==> src/rtl/boot_image_loader.sv <==
// Loads N_IMAGES word images from the SPI-flash word stream into separate RAM banks, then releases SoC reset.
// Optional per-image checksum trailer: define BOOT_LOADER_CKSUM_EN.
module boot_image_loader #(
    parameter int                       N_IMAGES   = 2,
    parameter int                       ADDR_W     = 14,
    parameter int                       MIN_WORDS  = 1024,
    parameter int                       MAX_WORDS  = 16384,
    parameter logic [31:0]              TERM_WORD  = 32'hFFFF_FFFF,
    parameter int                       GAP_CYCLES = 13,
    parameter logic [N_IMAGES*24-1:0]   FLASH_BASE = {24'h050000, 24'h030000}
) (
    input  logic                        clk_i,
    input  logic                        rst_i,
    input  logic                        word_valid_i,
    input  logic [31:0]                 word_i,
    input  logic                        hw_done_i,
    output logic                        fill_o,
    output logic                        fifo_rst_o,
    output logic [23:0]                 flash_addr_o,
    output logic [N_IMAGES-1:0]         mem_sel_o,
    output logic [ADDR_W-1:0]           mem_addr_o,
    output logic [31:0]                 mem_wdata_o,
    output logic                        mem_we_o,
    output logic [$clog2(N_IMAGES):0]   img_idx_o,
    output logic [N_IMAGES-1:0]         err_o,
    output logic                        boot_done_o,
    output logic                        soc_rst_o
);

    localparam int IMG_W = $clog2(N_IMAGES) + 1;
    localparam int GAP_W = $clog2(GAP_CYCLES + 1);
    localparam logic [ADDR_W:0]   MIN_C    = (ADDR_W + 1)'(MIN_WORDS);
    localparam logic [ADDR_W-1:0] MAX_LAST = ADDR_W'(MAX_WORDS - 1);
    localparam logic [GAP_W-1:0]  GAP_LAST = GAP_W'(GAP_CYCLES - 1);
    localparam logic [IMG_W-1:0]  IMG_LAST = IMG_W'(N_IMAGES - 1);

`ifdef BOOT_LOADER_CKSUM_EN
    typedef enum logic [1:0] {LOAD, CKSUM, GAP, DONE} state_t;
`else
    typedef enum logic [1:0] {LOAD, GAP, DONE} state_t;
`endif

    state_t              state_q, state_d;
    logic [IMG_W-1:0]    img_q, img_d;
    logic [ADDR_W-1:0]   wr_cnt_q, wr_cnt_d;
    logic [GAP_W-1:0]    gap_cnt_q, gap_cnt_d;
    logic [N_IMAGES-1:0] err_q, err_d;
    logic                fill_q;
    logic [N_IMAGES-1:0] img_bit;
    logic                is_term;
`ifdef BOOT_LOADER_CKSUM_EN
    logic [31:0]         sum_q, sum_d;
`endif

    assign img_bit = N_IMAGES'(1) << img_q;
    // A terminator only counts once the minimum image size is already written.
    assign is_term = (word_i == TERM_WORD) && ({1'b0, wr_cnt_q} >= MIN_C);

    always_ff @(posedge clk_i or posedge rst_i) begin
        if (rst_i) begin
            state_q   <= LOAD;
            img_q     <= '0;
            wr_cnt_q  <= '0;
            gap_cnt_q <= '0;
            err_q     <= '0;
            fill_q    <= 1'b0;
`ifdef BOOT_LOADER_CKSUM_EN
            sum_q     <= '0;
`endif
        end else begin
            // NOTE: non-blocking so every register samples the pre-edge values.
            state_q   <= state_d;
            img_q     <= img_d;
            wr_cnt_q  <= wr_cnt_d;
            gap_cnt_q <= gap_cnt_d;
            err_q     <= err_d;
`ifdef BOOT_LOADER_CKSUM_EN
            fill_q    <= (state_q == LOAD) || (state_q == CKSUM);
            sum_q     <= sum_d;
`else
            fill_q    <= (state_q == LOAD);
`endif
        end
    end

    always_comb begin
        // NOTE: defaults first so no path leaves a variable unassigned (no latches).
        state_d   = state_q;
        img_d     = img_q;
        wr_cnt_d  = wr_cnt_q;
        gap_cnt_d = gap_cnt_q;
        err_d     = err_q;
`ifdef BOOT_LOADER_CKSUM_EN
        sum_d     = sum_q;
`endif
        case (state_q)
            LOAD: begin
                if (word_valid_i) begin
                    wr_cnt_d = wr_cnt_q + 1'b1;
                    if (is_term) begin
`ifdef BOOT_LOADER_CKSUM_EN
                        state_d = CKSUM;
`else
                        state_d = GAP;
`endif
                    end else begin
`ifdef BOOT_LOADER_CKSUM_EN
                        sum_d = sum_q + word_i;
`endif
                        if (wr_cnt_q == MAX_LAST) begin
                            err_d   = err_q | img_bit;
                            state_d = GAP;
                        end
                    end
                end
            end
`ifdef BOOT_LOADER_CKSUM_EN
            CKSUM: begin
                if (word_valid_i) begin
                    if (word_i != sum_q) err_d = err_q | img_bit;
                    state_d = GAP;
                end
            end
`endif
            GAP: begin
                wr_cnt_d  = '0;
`ifdef BOOT_LOADER_CKSUM_EN
                sum_d     = '0;
`endif
                gap_cnt_d = gap_cnt_q + 1'b1;
                if (gap_cnt_q == GAP_LAST) begin
                    gap_cnt_d = '0;
                    img_d     = img_q + 1'b1;
                    state_d   = (img_q == IMG_LAST) ? DONE : LOAD;
                end
            end
            DONE: ;
            default: state_d = LOAD;
        endcase
    end

    // In DONE img has moved past the last bank; the flash address holds the last image's.
    always_comb begin
        flash_addr_o = FLASH_BASE[23:0];
        mem_sel_o    = '0;
        for (int i = 0; i < N_IMAGES; i++) begin
            if (img_q == IMG_W'(i) || (state_q == DONE && i == N_IMAGES - 1))
                flash_addr_o = FLASH_BASE[i*24 +: 24];
            if (state_q == LOAD && img_q == IMG_W'(i))
                mem_sel_o[i] = 1'b1;
        end
    end

    assign fill_o      = fill_q;
    assign fifo_rst_o  = rst_i | (state_q == GAP);
    assign mem_we_o    = word_valid_i & (state_q == LOAD);
    assign mem_addr_o  = wr_cnt_q;
    assign mem_wdata_o = word_i;
    assign img_idx_o   = img_q;
    assign err_o       = err_q;
    assign boot_done_o = (state_q == DONE) & hw_done_i;
    assign soc_rst_o   = ~boot_done_o;

endmodule

==> config.mk <==
export PLATFORM = sky130hd
export DESIGN_NAME = boot_image_loader
export DESIGN_NICKNAME = d
export VERILOG_FILES = /design/src/rtl/boot_image_loader.sv
export SDC_FILE = /design/constraint.sdc
export NUM_CORES = 1
export LEC_CHECK = 0
export ABC_AREA = 1
export CAP_MARGIN = 10
export CORE_MARGIN = 5
export CORE_UTILIZATION = 30
export DETAILED_ROUTE_END_ITERATION = 12
export PLACE_DENSITY = 0.66
export SLEW_MARGIN = 20
export SYNTH_ARGS = -nofsm -noshare
export SYNTH_HDL_FRONTEND = slang
export SYNTH_SLANG_ARGS = --single-unit
export TNS_END_PERCENT = 30
==> constraint.sdc <==
create_clock -name clk_i -period 1.6 [get_ports clk_i]
set_clock_uncertainty 0.2 [all_clocks]
set_input_delay 0.32 -clock clk_i [delete_from_list [all_inputs] [get_ports clk_i]]
set_output_delay 0.32 -clock clk_i [all_outputs]
set_load 0.05 [all_outputs]
==> metrics.csv, run 1 <==
metric,value,unit
initial antenna violation count,0,
CTS buffer count,3,
GRT met3 Usage,2.70,%
status,"finished, violations left",
"leading cell type in the layout, fill and taps excluded",buf_12,
Hold Path Class,in -> async,
GR Util met2,29.6,%
Overall Global Routing Usage,14.9,%
Starting Density,31.3,%
clock latency on the worst-skew pair,270,ps
Placer Congestion,0.819,
clk buf depth,2,
f_max,553,MHz
"Area growth, synth to finish",98.3,%
total power,0.00262,W
core box area,0.00642,mm^2
"Distinct cells, synth",28,
vias in the first global route,2062,
Crit. End Element,primary output,
fin crit share,113,%
Root Driver,clkbuf_8,
PortBufs,94,
Final Setup Violations,10,
vias,2085,
pin count of the biggest net entering global routing,26,
num rows,29,
synthesized instance count,276,
DP Area,0.00375,mm^2
H-tree lvl count,1,
Die H,91.9,um
syn_area_per_cell,7.29,um^2
Pre-antenna DRT Iters,4,
Critical Path RT,1080,ps
sequential fraction of the synthesis area,31.1,%
dpl hpwl,5.37,mm
Tmin final,1810,ps
Non-Filler Instances,475,
reported max-cap violation count,0,
design area,0.00399,mm^2
#FFs+latches synth,25,
Place WS,-256,ps
Wirelength per Cell,13.6,um
Peak VDD IR,0.908,mV
Crit path arrival time,1290,ps
gr busiest metal,met2,
Clock transition at path regs,90,ps
Via density,4.39,
max-slew violation count,0,
Leak,1.93,nW
layout cells sized above 1,41.7,%
fin nets,441,
post-route setup slack,-208,ps
drt total wl,6.46,mm
Critical Path Fanout Max,3,
CTS tree,done,
post-route ant nets,0,
critical path startpoint category,flop,
hold buffers post-CTS,0,
met1 GRT Util,15.9,%
DRC,0,
Boundary Pins,117,
Fin. Hold Viols,0,
Starting DRT DRC Count,38,
YS warnings,0,
Cell Pwr Density,657,mW/mm^2
GR Overflow Total,0,
RSZ-0062 raised after global routing,true,
most frequent cells in the layout,"buf_12, nand2_1, buf_4",
die area,0.00844,mm^2
"Cell Area, Synth",0.00201,mm^2
failing checks,setup timing,
CTS sink count,25,
first-pass GRT wire length,10.1,mm
Die X,91.9,um
critical path type,reg -> out,
placed cell count,460,
n_diodes,0,
==> flip-flops by register name, indices dropped and copies added, names as in the netlist <==
register and flops:
mem_addr_o 14, fill_o 1, err_o 2, gap_cnt_q 4, img_idx_o 2, state_q 2
==> path summary, 6_finish.rpt <==
path	from	end	slack (ps)	cells after the start
max	img_idx_o[1]	flash_addr_o[17]	-210	6
min	rst_i	mem_addr_o[1]	310	3
max reg2reg	state_q[1]	mem_addr_o[9]	-50	9
min reg2reg	err_o[0]	err_o[0]	340	2
max in group asynchronous	rst_i	state_q[1]	610	3
min in group clk_i	err_o[0]	err_o[0]	340	2
==> what timing repair did <==
item | CTS | global route
endpoints found under the setup margin | 14 | 30
gates resized for setup | 15 | 27
setup buffers | 7 | 4
endpoints found under the hold margin | 0 | 0
pin swaps | 5 | 6
==> logic make-up after synthesis <==
| group | count (synthesis) | synth area share [%] |
|---|---|---|
| AO/OA/AOI/OAI | 15 | 3.86 |
| XOR/XNOR | 2 | 0.871 |
| adder cells (fa/ha/maj) | 6 | 3.73 |
| buffers and inverters | 88 | 27.8 |
| flip-flops | 25 | 31.1 |
| other | 2 | 0.374 |
| AND/OR/NAND/NOR | 138 | 32.2 |
==> metrics by stage <==
step,setup TNS [ps],util [%],hold WS (ps)
after global placement,-3370,58.4,328
after global routing,-2140,62.1,355
after detailed placement,-3880,58.4,331
after floorplan,-401,-,12.2
after CTS,-1500,60.4,315
final,-1330,62.1,308
==> Yosys cell counts <==
master    instances  area share, %
nand2_1          65             12
buf_4            54             20
nor2_1           36            6.7
inv_1            29            5.4
dfrtp_1          25             31
nand3_1          15            3.7
nand4_1           7            2.2
ha_1              6            3.7
o21ai_0           6            1.5
a21oi_1           5            1.2
inv_2             3           0.56
nor3_1            3           0.75
o21ai_1           3           0.75
conb_1            2           0.37
nor2_2            2           0.62
nor2_4            2            1.1
xor2_1            2           0.87
buf_12            1            1.0
clkbuf_8          1           0.68
nand2_4           1           0.56
nand3b_1          1           0.37
nand3b_2          1           0.56
nand4_4           1            1.1
nor2_8            1            1.0
nor3_2            1           0.50
nor3b_2           1           0.62
o21bai_1          1           0.37
or2_0             1           0.31
==> routing by layer <==
layer  part of all wire (%)  wire length [um]  vias up
li1                       -                 -     1022
met1                     38              2450      975
met2                     55              3550       84
met3                    6.3               408        4
met4                   0.62                40        0
met5                      0                 0        -
==> cell type report <==
type / instances / area [um^2]
clock buffer: 4 / 45.0
fill: 511 / 2430
inverter: 32 / 141
multi-input combinational: 183 / 1030
sequential: 25 / 634
tap: 77 / 96.3
timing repair buffer: 154 / 2040
==> report_power, final <==
group	internal, W	switching [W]
Clock	0.000179	0.000216
Sequential	0.000696	0.0000786
Combinational	0.000647	0.000803
==> critical path, stage by stage, from the launching register on <==
cell and delay [ps]:
dfrtp_2 430, inv_4 80, ha_4 160, inv_6 50, nand2_8 60, clkinvlp_4 90, buf_12 150
No activity file was read; power rests on OpenSTA's default activity.
==> run 2, diff against run 1 <==
--- a/config.mk
+++ b/config.mk
@@ -6,7 +6,7 @@
 export NUM_CORES = 1
 export LEC_CHECK = 0
 export ABC_AREA = 1
-export CAP_MARGIN = 10
+export CAP_MARGIN = 20
 export CORE_MARGIN = 5
 export CORE_UTILIZATION = 30
 export DETAILED_ROUTE_END_ITERATION = 12
==> constraint.sdc (replaced) <==
create_clock -name clk_i -period 2 [get_ports clk_i]
set_clock_uncertainty 0.2 [all_clocks]
set_input_delay 0.4 -clock clk_i [delete_from_list [all_inputs] [get_ports clk_i]]
set_output_delay 0.4 -clock clk_i [all_outputs]
set_load 0.05 [all_outputs]
==> run 2 against run 1 <==
- the flow now finishes without violations
- highest routed layer unchanged
- sequential power is 20% lower
- global-route usage decreased by 2.2 points
- sequential share of layout area increased by 3.2 points
- largest cell class unchanged
- final cell count down 7.6%
- count of clock-buffer cells in the layout down 1
- hold slack lost 9.1 ps
==> metrics.csv, run 2 (synthesized netlist as in run 1, its figures left out) <==
metric,value,unit,change
status,completed,,
core box area,0.00642,mm^2,unchanged
clock latency on the worst-skew pair,280,ps,about the same
worst hold stages,2,,
Via density,4.30,,-2.0%
pin count of the biggest net entering global routing,26,,unchanged
r2r worst-path depth,7,,-2
"leading cell type in the layout, fill and taps excluded",nand2_1,,
CTS tree,done,,
Fin. Hold Viols,0,,unchanged
vias,1889,,-9.4%
Cell Pwr Density,561,mW/mm^2,-15%
most frequent cells in the layout,"nand2_1, buf_4, buf_12",,
Boundary Pins,117,,unchanged
r2r setup slk,250,ps,+300 ps
PortBufs,94,,unchanged
Final Setup Violations,0,,-10
GR Overflow Total,0,,unchanged
worst reg2reg path endpoint,err_o[1],,
"Area growth, synth to finish",63.3,%,
vias in the first global route,1895,,-8.1%
Hold Crit Start,err_o[1],,
drt total wl,5.33,mm,-18%
Die X,91.9,um,unchanged
max-slew violation count,0,,unchanged
Critical Path Fanout Max,4,,+1
RSZ-0062 raised after global routing,false,,
first-pass GRT wire length,8.94,mm,-11%
clk buf depth,2,,unchanged
Starting DRT DRC Count,95,,+150%
total power,0.00184,W,-30%
placed cell count,434,,-5.7%
H-tree lvl count,1,,unchanged
Starting Density,31.3,%,unchanged
DRC,0,,unchanged
die area,0.00844,mm^2,unchanged
num rows,29,,unchanged
Placer Congestion,0.845,,+3.2%
post-route ant nets,0,,unchanged
Overall Global Routing Usage,12.7,%,-2.2 points
Non-Filler Instances,439,,-7.6%
FF+latch area,627,um^2,-1.2%
Fillers,609,,+19%
n_diodes,0,,unchanged
reported max-cap violation count,0,,unchanged
Root Driver,clkbuf_8,,
Tmin final,1930,ps,
fin crit share,96.4,%,
Peak VDD IR,0.300,mV,-67%
CTS buffer count,3,,unchanged
initial antenna violation count,0,,unchanged
area of the multi-input gates,926,um^2,-10%
Die H,91.9,um,unchanged
CTS sink count,25,,unchanged
Crit path arrival time,1330,ps,+40 ps
f_max,519,MHz,
Wirelength per Cell,12.1,um,-11%
Pre-antenna DRT Iters,4,,unchanged
Critical Path RT,1400,ps,+320 ps
Leak,1.60,nW,-17%
Hold Path Class,reg -> reg,,
number of flip-flops in the largest register,14,,unchanged
critical path type,reg -> out,,
worst r2r src,mem_addr_o[1],,
hold buffers post-CTS,0,,unchanged
dpl hpwl,4.59,mm,-14%
layout cells sized above 1,29.8,%,-12 points
Hold Path Sink,err_o[1],,
Clock transition at path regs,90,ps,about the same
Crit. End Element,primary output,,
fin nets,405,,-8.2%
critical path startpoint category,flop,,
-- run 2: cell count changes in the layout (fill, tap and decap cells not counted), moves of 5 or more --
cell / delta
dlygate4sd2_1: -5
clkdlybuf4s50_1: +12
buf_12: -22
dfrtp_1: +6
buf_4: -9
buf_6: -5
dlymetal6s2s_1: -7
dfrtp_2: -6
-- run 2: per-layer routing --
layer	track usage (%)	vias up	routed length (um)
li1	-	960	-
met1	14.9	861	2070
met2	23.8	66	2830
met3	3.93	2	421
met4	0.743	0	6
met5	0	-	0
-- run 2: layout make-up --
cell class	count	share of cell area, %
tap	77	2.93
inverter	32	3.77
multi-input combinational	183	28.2
timing repair buffer	118	44.5
sequential	25	19.1
clock buffer	3	1.26
clock inverter	1	0.229
-- run 2: power breakdown --
part | internal, W | total, W | leakage (nW) | switching [W]
combinational | 0.000330 | 0.000899 | 1.26 | 0.000569
clock | 0.000142 | 0.000321 | 0.0217 | 0.000180
sequential | 0.000552 | 0.000621 | 0.317 | 0.0000691
total | 0.00102 | 0.00184 | 1.60 | 0.000817
-- run 2: worst max-delay path by stage --
stage | depth (start not counted) | slack, ps | end | from
floorplan | 5 | -130 | flash_addr_o[17] | img_idx_o[1]
global placement | 7 | 30 | err_o[1] | word_valid_i
detailed placement | 7 | -1 | err_o[1] | word_valid_i
CTS | 6 | 30 | flash_addr_o[17] | img_idx_o[1]
global route | 5 | 6 | flash_addr_o[18] | img_idx_o[0]
finish | 5 | 70 | flash_addr_o[18] | img_idx_o[0]
-- run 2: stage by stage --
step | instance area (um^2) | setup slack [ps] | util, % | hold slack (ps) | TNS, ps
after floorplan | 2100 | -134 | - | 236 | -176
after global placement | 3210 | 32.6 | 50.0 | 254 | 0
after detailed placement | 3210 | -1.28 | 50.0 | 276 | -1.28
after CTS | 3270 | 33.4 | 50.9 | 307 | 0
after global routing | 3280 | 5.83 | 51.1 | 357 | 0
final | 3280 | 71.8 | 51.1 | 299 | 0
-- run 2: repair_timing --
| action | in CTS | in global routing |
|---|---|---|
| pin swaps | 1 | 0 |
| setup endpoints to repair | 1 | 4 |
| resized for setup | 2 | 3 |
| setup buffers | 1 | 0 |
| endpoints found under the hold margin | 0 | 0 |
-- run 2: critical path, stage by stage (launching register included) --
cell and delay [ps]:
dfrtp_2 460, ha_4 180, inv_2 70, nand2_2 70, buf_4 140, buf_12 140
==> run 3, diff against run 2 <==
--- a/config.mk
+++ b/config.mk
@@ -5,12 +5,11 @@
 export SDC_FILE = /design/constraint.sdc
 export NUM_CORES = 1
 export LEC_CHECK = 0
-export ABC_AREA = 1
-export CAP_MARGIN = 20
+export CAP_MARGIN = 5
 export CORE_MARGIN = 5
 export CORE_UTILIZATION = 30
 export DETAILED_ROUTE_END_ITERATION = 12
-export PLACE_DENSITY = 0.66
+export PLACE_DENSITY = 0.69
 export SLEW_MARGIN = 20
 export SYNTH_ARGS = -nofsm -noshare
 export SYNTH_HDL_FRONTEND = slang
==> constraint.sdc (replaced) <==
create_clock -name clk_i -period 1.9 [get_ports clk_i]
set_clock_uncertainty 0.2 [all_clocks]
set_input_delay 0.38 -clock clk_i [delete_from_list [all_inputs] [get_ports clk_i]]
set_output_delay 0.38 -clock clk_i [all_outputs]
set_load 0.05 [all_outputs]
==> run 3 against run 2 <==
- flip-flop and latch count unchanged
- highest routed layer unchanged
- combinational power rose by 15%
- critical endpoint is now flash_addr_o[17]
- utilization up 10 points
- the run now ends with setup timing left
- critical path type unchanged
==> metrics.csv, run 3 <==
metric,value,unit,change
status,"finished, violations left",,
failing checks,setup timing,,
"delay-heaviest family, CP",simple AND/OR/NAND/NOR gates,,
r2r worst-path depth,4,,-3
worst hold stages,1,,-1
sequential fraction of the synthesis area,35.8,%,+4.7 points
Boundary Pins,117,,unchanged
post-route ant nets,0,,unchanged
Crit path largest cell delay,420,ps,-40 ps
Critical Path Fanout Max,4,,unchanged
Clock transition at path regs,90,ps,about the same
Critical Path RT,1320,ps,-80 ps
leading post-synthesis cells by cell area,"dfrtp_1, buf_4, nand4_1",,
DP Area,0.00330,mm^2,+2.8%
fin nets,348,,-14%
CTS sink count,25,,unchanged
Via density,4.47,,+3.9%
Met1 Wirelength,2.40,mm,+16%
metal2 WL,2.55,mm,-9.8%
Crit path arrival time,1470,ps,+140 ps
H-tree lvl count,1,,unchanged
die area,0.00746,mm^2,-12%
number of enable flip-flop cells after synthesis,0,,unchanged
PortBufs,94,,unchanged
Bufs and invs on worst path,3,,unchanged
Crit. End Element,primary output,,
Hold Path Class,reg -> reg,,
synthesized instance count,200,,-28%
placed cell count,372,,-14%
total negative slack,-545,ps,-545 ps
Synth area leader,dfrtp_1,,
"count leader, synth",buf_4,,
Top Metal Used,met4,,
crit path cell chain,"buf_6, and2b_1, or2_4, clkinvlp_4, buf_12",,
RSZ-0062 raised after global routing,true,,
reported max-cap violation count,0,,unchanged
Cell Pwr Density,597,mW/mm^2,+6.6%
Die H,86.4,um,-6.0%
"Distinct cells, synth",36,,+29%
pin count of the biggest net entering global routing,26,,unchanged
Placer Congestion,0.898,,+6.3%
Tmin final,2050,ps,
Met3 Wirelength,576,um,+37%
f_max,488,MHz,
DRC,0,,unchanged
drt total wl,5.54,mm,+4.0%
Die X,86.4,um,-6.0%
Starting Density,31.4,%,+0.073 points
Root Driver,clkbuf_8,,
YS warnings,0,,unchanged
Critical Path Slowest Stage Cell,dfrtp_1,,
Pre-antenna DRT Iters,5,,+1
total power,0.00204,W,+11%
syn_area_per_cell,8.75,um^2,+20%
post-route setup slack,-148,ps,-219 ps
number of flip-flops in the largest register,14,,unchanged
Non-Filler Instances,377,,-14%
#FFs+latches synth,25,,unchanged
CTS tree,done,,
Peak VDD IR,0.808,mV,+170%
vias in the first global route,1692,,-11%
"Cell Area, Synth",0.00175,mm^2,-13%
initial antenna violation count,0,,unchanged
first-pass GRT wire length,8.65,mm,-3.2%
Starting DRT DRC Count,45,,-53%
"Area growth, synth to finish",94.9,%,
layout cells sized above 1,43.3,%,+13 points
ys async rst share,100,%,unchanged
hold buffers post-CTS,0,,unchanged
max-slew violation count,0,,unchanged
Final Setup Violations,6,,+6
Leak,1.56,nW,-2.4%
WP depth,5,,unchanged
"leading cell type in the layout, fill and taps excluded",buf_12,,
fin crit share,108,%,
core box area,0.00557,mm^2,-13%
critical path startpoint category,flop,,
Overall Global Routing Usage,14.4,%,+1.7 points
final core utilization,61.2,%,+10 points
Yosys top cell area share,35.8,%,+4.7 points
n_diodes,0,,unchanged
dpl hpwl,4.73,mm,+3.0%
critical path type,reg -> out,,
most frequent cells in the layout,"buf_12, buf_4, clkdlybuf4s50_1",,
clk buf depth,2,,unchanged
vias,1685,,-11%
GR Overflow Total,0,,unchanged
design area,0.00341,mm^2,+3.8%
Wirelength per Cell,14.7,um,+21%
num rows,27,,-6.9%
Fin. Hold Viols,0,,unchanged
Main synth FF type,dfrtp_1,,
clock latency on the worst-skew pair,270,ps,about the same
CTS buffer count,3,,unchanged
Post-synth top cells,"buf_4, dfrtp_1, nand2_1",,
==> run 3: path summary, 6_finish.rpt <==
check,from,end,slack (ps)
min in group asynchronous,rst_i,gap_cnt_q[1],360
max in group asynchronous,rst_i,img_idx_o[0],870
hold reg to reg,err_o[0],err_o[0],270
setup reg to reg,state_q[1],mem_addr_o[12],0
hold / removal,err_o[0],err_o[0],270
setup / recovery,state_q[1],flash_addr_o[17],-150
==> run 3: power by group <==
group          switching, W  internal (W)
clock network      0.000177      0.000149
registers         0.0000951      0.000590
logic              0.000572      0.000454
==> run 3: final cells by class <==
cell class              instances  area (um^2)
fillers                       436         2160
clock inverters                 1         7.51
well taps                      72         90.1
multi-input cells             127          800
repair buffers                139         1790
clock buffers                   3         41.3
inverters                      10         47.5
flip-flops and latches         25          636
==> run 3: cells by family (layout without fill, tap and decap cells) <==
group | after synthesis | in the layout | share of synthesized area (%)
AO/OA/AOI/OAI | 21 | 21 | 7.66
XOR/XNOR | 10 | 10 | 5.01
adder cells (fa/ha/maj) | 6 | 6 | 4.29
buffers and inverters | 68 | 153 | 26.3
flip-flops | 25 | 25 | 35.8
other | 2 | 22 | 0.429
AND/OR/NAND/NOR | 68 | 68 | 20.6
==> run 3: through the flow <==
step,setup WS (ps),hold WS [ps]
finish,-148,270
global route,-213,309
CTS,-163,280
detailed placement,-418,258
global placement,-402,254
floorplan,-57.8,68.1
==> run 3: timing repair <==
item / CTS / global route
endpoints found under the setup margin: 13 / 14
gates resized for setup: 10 / 4
buffers inserted: 1 / 0
pin swaps: 1 / 1
==> run 3: layer usage <==
| metal | vias up | track usage (%) |
|---|---|---|
| met5 | - | 0 |
| met4 | 0 | 1.70 |
| met3 | 2 | 4.47 |
| met2 | 100 | 24.5 |
| met1 | 773 | 18.6 |
| li1 | 810 | - |
==> RTL edit 1: new RTL, config.mk and constraints of run 3 <==
Compare `gap_cnt_q` against `GAP_LAST` with >= in place of ==.
--- a/src/rtl/boot_image_loader.sv
+++ b/src/rtl/boot_image_loader.sv
@@ -130,3 +130,3 @@
                 gap_cnt_d = gap_cnt_q + 1'b1;
-                if (gap_cnt_q == GAP_LAST) begin
+                if (gap_cnt_q >= GAP_LAST) begin
                     gap_cnt_d = '0;
Check against the original RTL: same outputs for any inputs over 10 cycles, from zero or initial values and one cycle with rst_i high; that may be too few to reach the edited logic, so the function may still have changed.
==> RTL edit 1 against run 3 <==
Clock power shrank 2%; final area grew 1.3%; routed wire length grew 2.7%; critical path type unchanged; critical endpoint unchanged; area after synthesis grew 1.0%; the run still ends with setup timing left; setup slack gained 0.029 ns; sequential cell count is the same; core utilization shrank 1.8 points; total power shrank 7.0%.
==> RTL edit 1: results (changes against run 3) <==
Min path
  – HP Start: err_o[0]
  – Min-Delay Endpoint: err_o[0]
  – Hold path cells: 1 (unchanged)
  – Tightest Hold Check Type: reg2reg

Detailed routing
  – Iteration-0 DRC Markers: 103 (+130%)
  – Final WL: 5690 um (+2.7%)
  – Vias/cell: 4.48 (+0.22%)
  – TritonRoute pass-1 iters: 4 (-1)
  – Via count: 1729 (+2.6%)

Worst setup path
  – R2R depth: 5 (+1)
  – WP data arrival: 1.44 ns (-0.03 ns)
  – R2r endpoint: mem_addr_o[13]
  – Reg-to-reg slack, setup: -0.05 ns (-0.05 ns)
  – Startpoint types: register
  – Cell family with most CP delay: simple AND/OR/NAND/NOR gates
  – Crit path max fanout: 3 (-1)
  – Worst Setup EP: flash_addr_o[17]
  – Slowest cell on crit path: dfrtp_1
  – RR Startpoint: state_q[1]

Clock tree
  – Clock transition at path regs: 0.09 ns (about the same)
  – Root Buffer Master: clkbuf_8
  – H-tree depth: 1 (unchanged)
  – Worst skew pair latency: 0.27 ns (about the same)
  – Max clock buf depth: 2 (unchanged)
  – Clock buffer count from CTS: 3 (unchanged)

Placed design
  – Post-DP Area: 3310 sq um (+0.30%)
  – Placed cell count: 377 (+1.3%)
  – HPWL after DPL: 4840 um (+2.4%)
  – Post-Place Worst Slack: -0.571 ns (-0.153 ns)
  – GP Congestion: 0.824 (-8.2%)
  – Input/output buffers: 94 (unchanged)

Synth
  – Synth Area in XOR/XNOR: 0.992% (-4.0 points)
  – Sequential area share after synthesis: 35.4% (-0.35 points)
  – Top cells by area, synth: dfrtp_1, buf_4, nand2_1, o21ai_0, ha_1
  – Synth cell count leaders: buf_4, dfrtp_1, nand2_1
  – Adder-cell area share of the yosys netlist: 3.54% (-0.75 points)
  – Complex-gate fraction of the synthesized area: 9.92% (+2.3 points)
  – EDFF count, synth: 0 (unchanged)
  – Distinct cells, synth: 42 (+17%)
  – Post-synthesis mux area share: 1.77% (+1.8 points)
  – Mean Syn Cell Area: 8.75 sq um (about the same)

Power and ir drop
  – Leak: 0.00162 uW (+3.3%)
  – Worst vdd ir: 0.000482 V (-40%)
  – Pwr dens: 548 nW/um^2 (-8.2%)

Timing
  – Final setup vio count: 7 (+1)
  – TNS Setup: -0.497 ns (+0.0475 ns)
  – WHS: 0.276 ns (+0.00592 ns)
  – Worst setup slack after layout: -0.119 ns (+0.0289 ns)

Global route
  – Total track usage: 15.5% (+1.0 points)
  – Number of global-route vias before repair: 1823 (+7.7%)
  – Gr ovfl total: 0 (unchanged)
  – First-pass GRT wire length: 9170 um (+6.1%)
  – Largest net degree at the start of global routing: 26 (unchanged)
  – Initial antenna violation count: 0 (unchanged)

Finish
  – Max FFs per register: 14 (unchanged)
  – Share of post-route cells with drive strength above 1: 45.3% (+2.1 points)
  – N_diodes: 0 (unchanged)
  – Nets@finish: 353 (+1.4%)

Run status
  – Outcome: finished with violations
  – Failing checks: setup timing
## RTL edit 1: what timing repair did
| action | CTS | global route |
|---|---|---|
| buffers inserted | 5 | 0 |
| setup endpoints to repair | 19 | 16 |
| resized for setup | 13 | 9 |
| pin swaps | 1 | 4 |
## RTL edit 1: metal layers
metal / GRT usage [%] / share of wire [%] / vias to the layer above
met5: 0 / 0 / -
met3: 2.09 / 6.5 / 4
li1: - / - / 833
met4: 2.55 / 0.44 / 0
met1: 18.1 / 38 / 826
met2: 29.9 / 55 / 66
## RTL edit 1: power by group
group | leakage, uW | total, uW | switching (uW) | internal [uW]
combinational | 0.00127 | 944 | 513 | 431
clock | 0.0000255 | 318 | 172 | 147
sequential | 0.000319 | 632 | 60.7 | 571
## RTL edit 1: layout make-up
type,count,area [sq um]
Timing Repair Buffer,144,1830
Multi-Input combinational cell,128,802
Sequential cell,25,638
Inverter,10,46.3
Tap cell,75,93.8
Fill cell,508,2360
Clock inverter,1,5.00
Clock buffer,3,41.3
==> RTL edit 2: new RTL, settings of run 3 <==
Without the edit above. Build with the macro `BOOT_LOADER_CKSUM_EN` defined.
--- a/src/rtl/boot_image_loader.sv
+++ b/src/rtl/boot_image_loader.sv
@@ -2,2 +2,4 @@
 // Optional per-image checksum trailer: define BOOT_LOADER_CKSUM_EN.
+`define BOOT_LOADER_CKSUM_EN
+
 module boot_image_loader #(
Formal check against the unedited RTL: same outputs for any inputs over 10 cycles, from zero or initial values and one cycle with rst_i high; that may be too few to reach the edited logic, so the function may still have changed.
==> RTL edit 2 against run 3 <==
The flow still finishes with violations (setup timing); total power rose to 5.1 times the old value; sequential power rose to 2.9 times the old value; routed wire length rose to 2.9 times the old value; setup slack worse by 0.65 ns; critical endpoint is now sum_q[20]; largest power group unchanged; highest routed layer unchanged; non-clock buffer count increased by 126; area after synthesis rose to 2.7 times the old value; die area increased by 150%; sequential cell count up 32; final area is 140% higher; core utilization down 7.3 points.
==> RTL edit 2: results (changes against run 3) <==
Clock tree
  – Post-CTS Setup Bufs: 8 (+7)
  – Root Buffer Master: clkbuf_16
  – Clock buffer count from CTS: 9 (+6)
  – H-tree depth: 3 (+2)
  – Worst skew pair latency: 0.34 ns (+0.07 ns)
  – Clock transition at path regs: 0.05 ns (-0.04 ns)

Floorplan
  – DIE WIDTH: 135 um (+57%)

Timing
  – Worst setup slack after layout: -0.801 ns (-0.654 ns)
  – Final setup vio count: 53 (+47)
  – TNS Setup: -19.88 ns (-19.34 ns)

Synth
  – Adder-cell area share of the yosys netlist: 11.3% (+7.0 points)
  – Distinct cells, synth: 59 (+64%)
  – Post-synthesis mux area share: 1.52% (+1.5 points)
  – Synth Area in XOR/XNOR: 4.10% (-0.91 points)
  – Synth cell count leaders: dfrtp_1, buf_4, nand2_1
  – Sequential area share after synthesis: 30.3% (-5.4 points)
  – Top cells by area, synth: dfrtp_1, ha_1, buf_4, o21ai_0, nand2_1
  – Synth Instances: 552 (+180%)

Power and ir drop
  – Pwr dens: 1260 nW/um^2 (+110%)
  – Psw: 4290 uW (+410%)
  – Worst vdd ir: 0.000753 V (-6.8%)

Finish
  – Non-clk bufs: 265 (+91%)
  – Clock buf/inv share: 3.41% (+2.0 points)
  – Share of post-route cells with drive strength above 1: 43.9% (+0.60 points)
  – Final non-clock buffer share: 33.3% (-19 points)
  – Multi-input gate share of total cell area: 41.4% (+18 points)
  – Comb_multi_in: 417 (+230%)
  – Sequential cell area: 1430 sq um (+130%)
  – Non-filler instance count after layout: 995 (+160%)
  – Fill cells: 1344 (+210%)
  – Nets@finish: 857 (+150%)
  – Seq Cell Count: 57 (+130%)
  – Max FFs per register: 32 (+18)
  – Inverters: 29 (+19)

Placed design
  – Post-Place Worst Slack: -1.38 ns (-0.962 ns)
  – GP Congestion: 0.896 (-0.21%)
  – Placed cell count: 959 (+160%)
  – Post-DP Area: 7450 sq um (+130%)

Run status
  – Failing checks: setup timing
  – Outcome: finished with violations

Worst setup path
  – Slowest stage delay, CP: 0.40 ns (-0.02 ns)
  – Cell family with most CP delay: compound AO/OA/AOI/OAI gates

Detailed routing
  – Vias/cell: 5.03 (+13%)
  – TritonRoute pass-1 iters: 4 (-1)
  – Avg WL per Cell: 16.1 um (+9.3%)
  – Iteration-0 DRC Markers: 217 (+380%)

Global route
  – Largest net degree at the start of global routing: 39 (+50%)
  – Number of global-route vias before repair: 5060 (+200%)
  – First-pass GRT wire length: 24600 um (+180%)
  – Total track usage: 16.6% (+2.1 points)
-- RTL edit 2: path summary, 6_finish.rpt --
check	cells after the start	start	slack (ns)	end
worst min-delay path	1	err_o[1]	0.28	err_o[1]
worst min register to register	1	err_o[1]	0.28	err_o[1]
worst max register to register	9	sum_q[7]	-0.80	sum_q[20]
worst max-delay path	9	sum_q[7]	-0.80	sum_q[20]
min in group asynchronous	4	rst_i	0.40	sum_q[6]
max in group asynchronous	4	rst_i	0.83	mem_addr_o[0]
-- RTL edit 2: routing by layer --
metal | wire length, um | vias to the layer above | GRT usage (%)
li1 | - | 2384 | -
met1 | 6720 | 2425 | 20.7
met2 | 7870 | 156 | 28.2
met3 | 936 | 40 | 3.86
met4 | 452 | 0 | 5.54
met5 | 0 | - | 0
-- RTL edit 2: power groups by stage --
stage	Clock, uW	Combinational (uW)	Sequential, uW
2_1_floorplan	0	3380	2110
3_3_place_gp	0	5680	1930
3_5_place_dp	0	5790	1940
4_1_cts	1630	6280	1950
5_1_grt	1680	7320	2010
6_report	1620	6780	1960
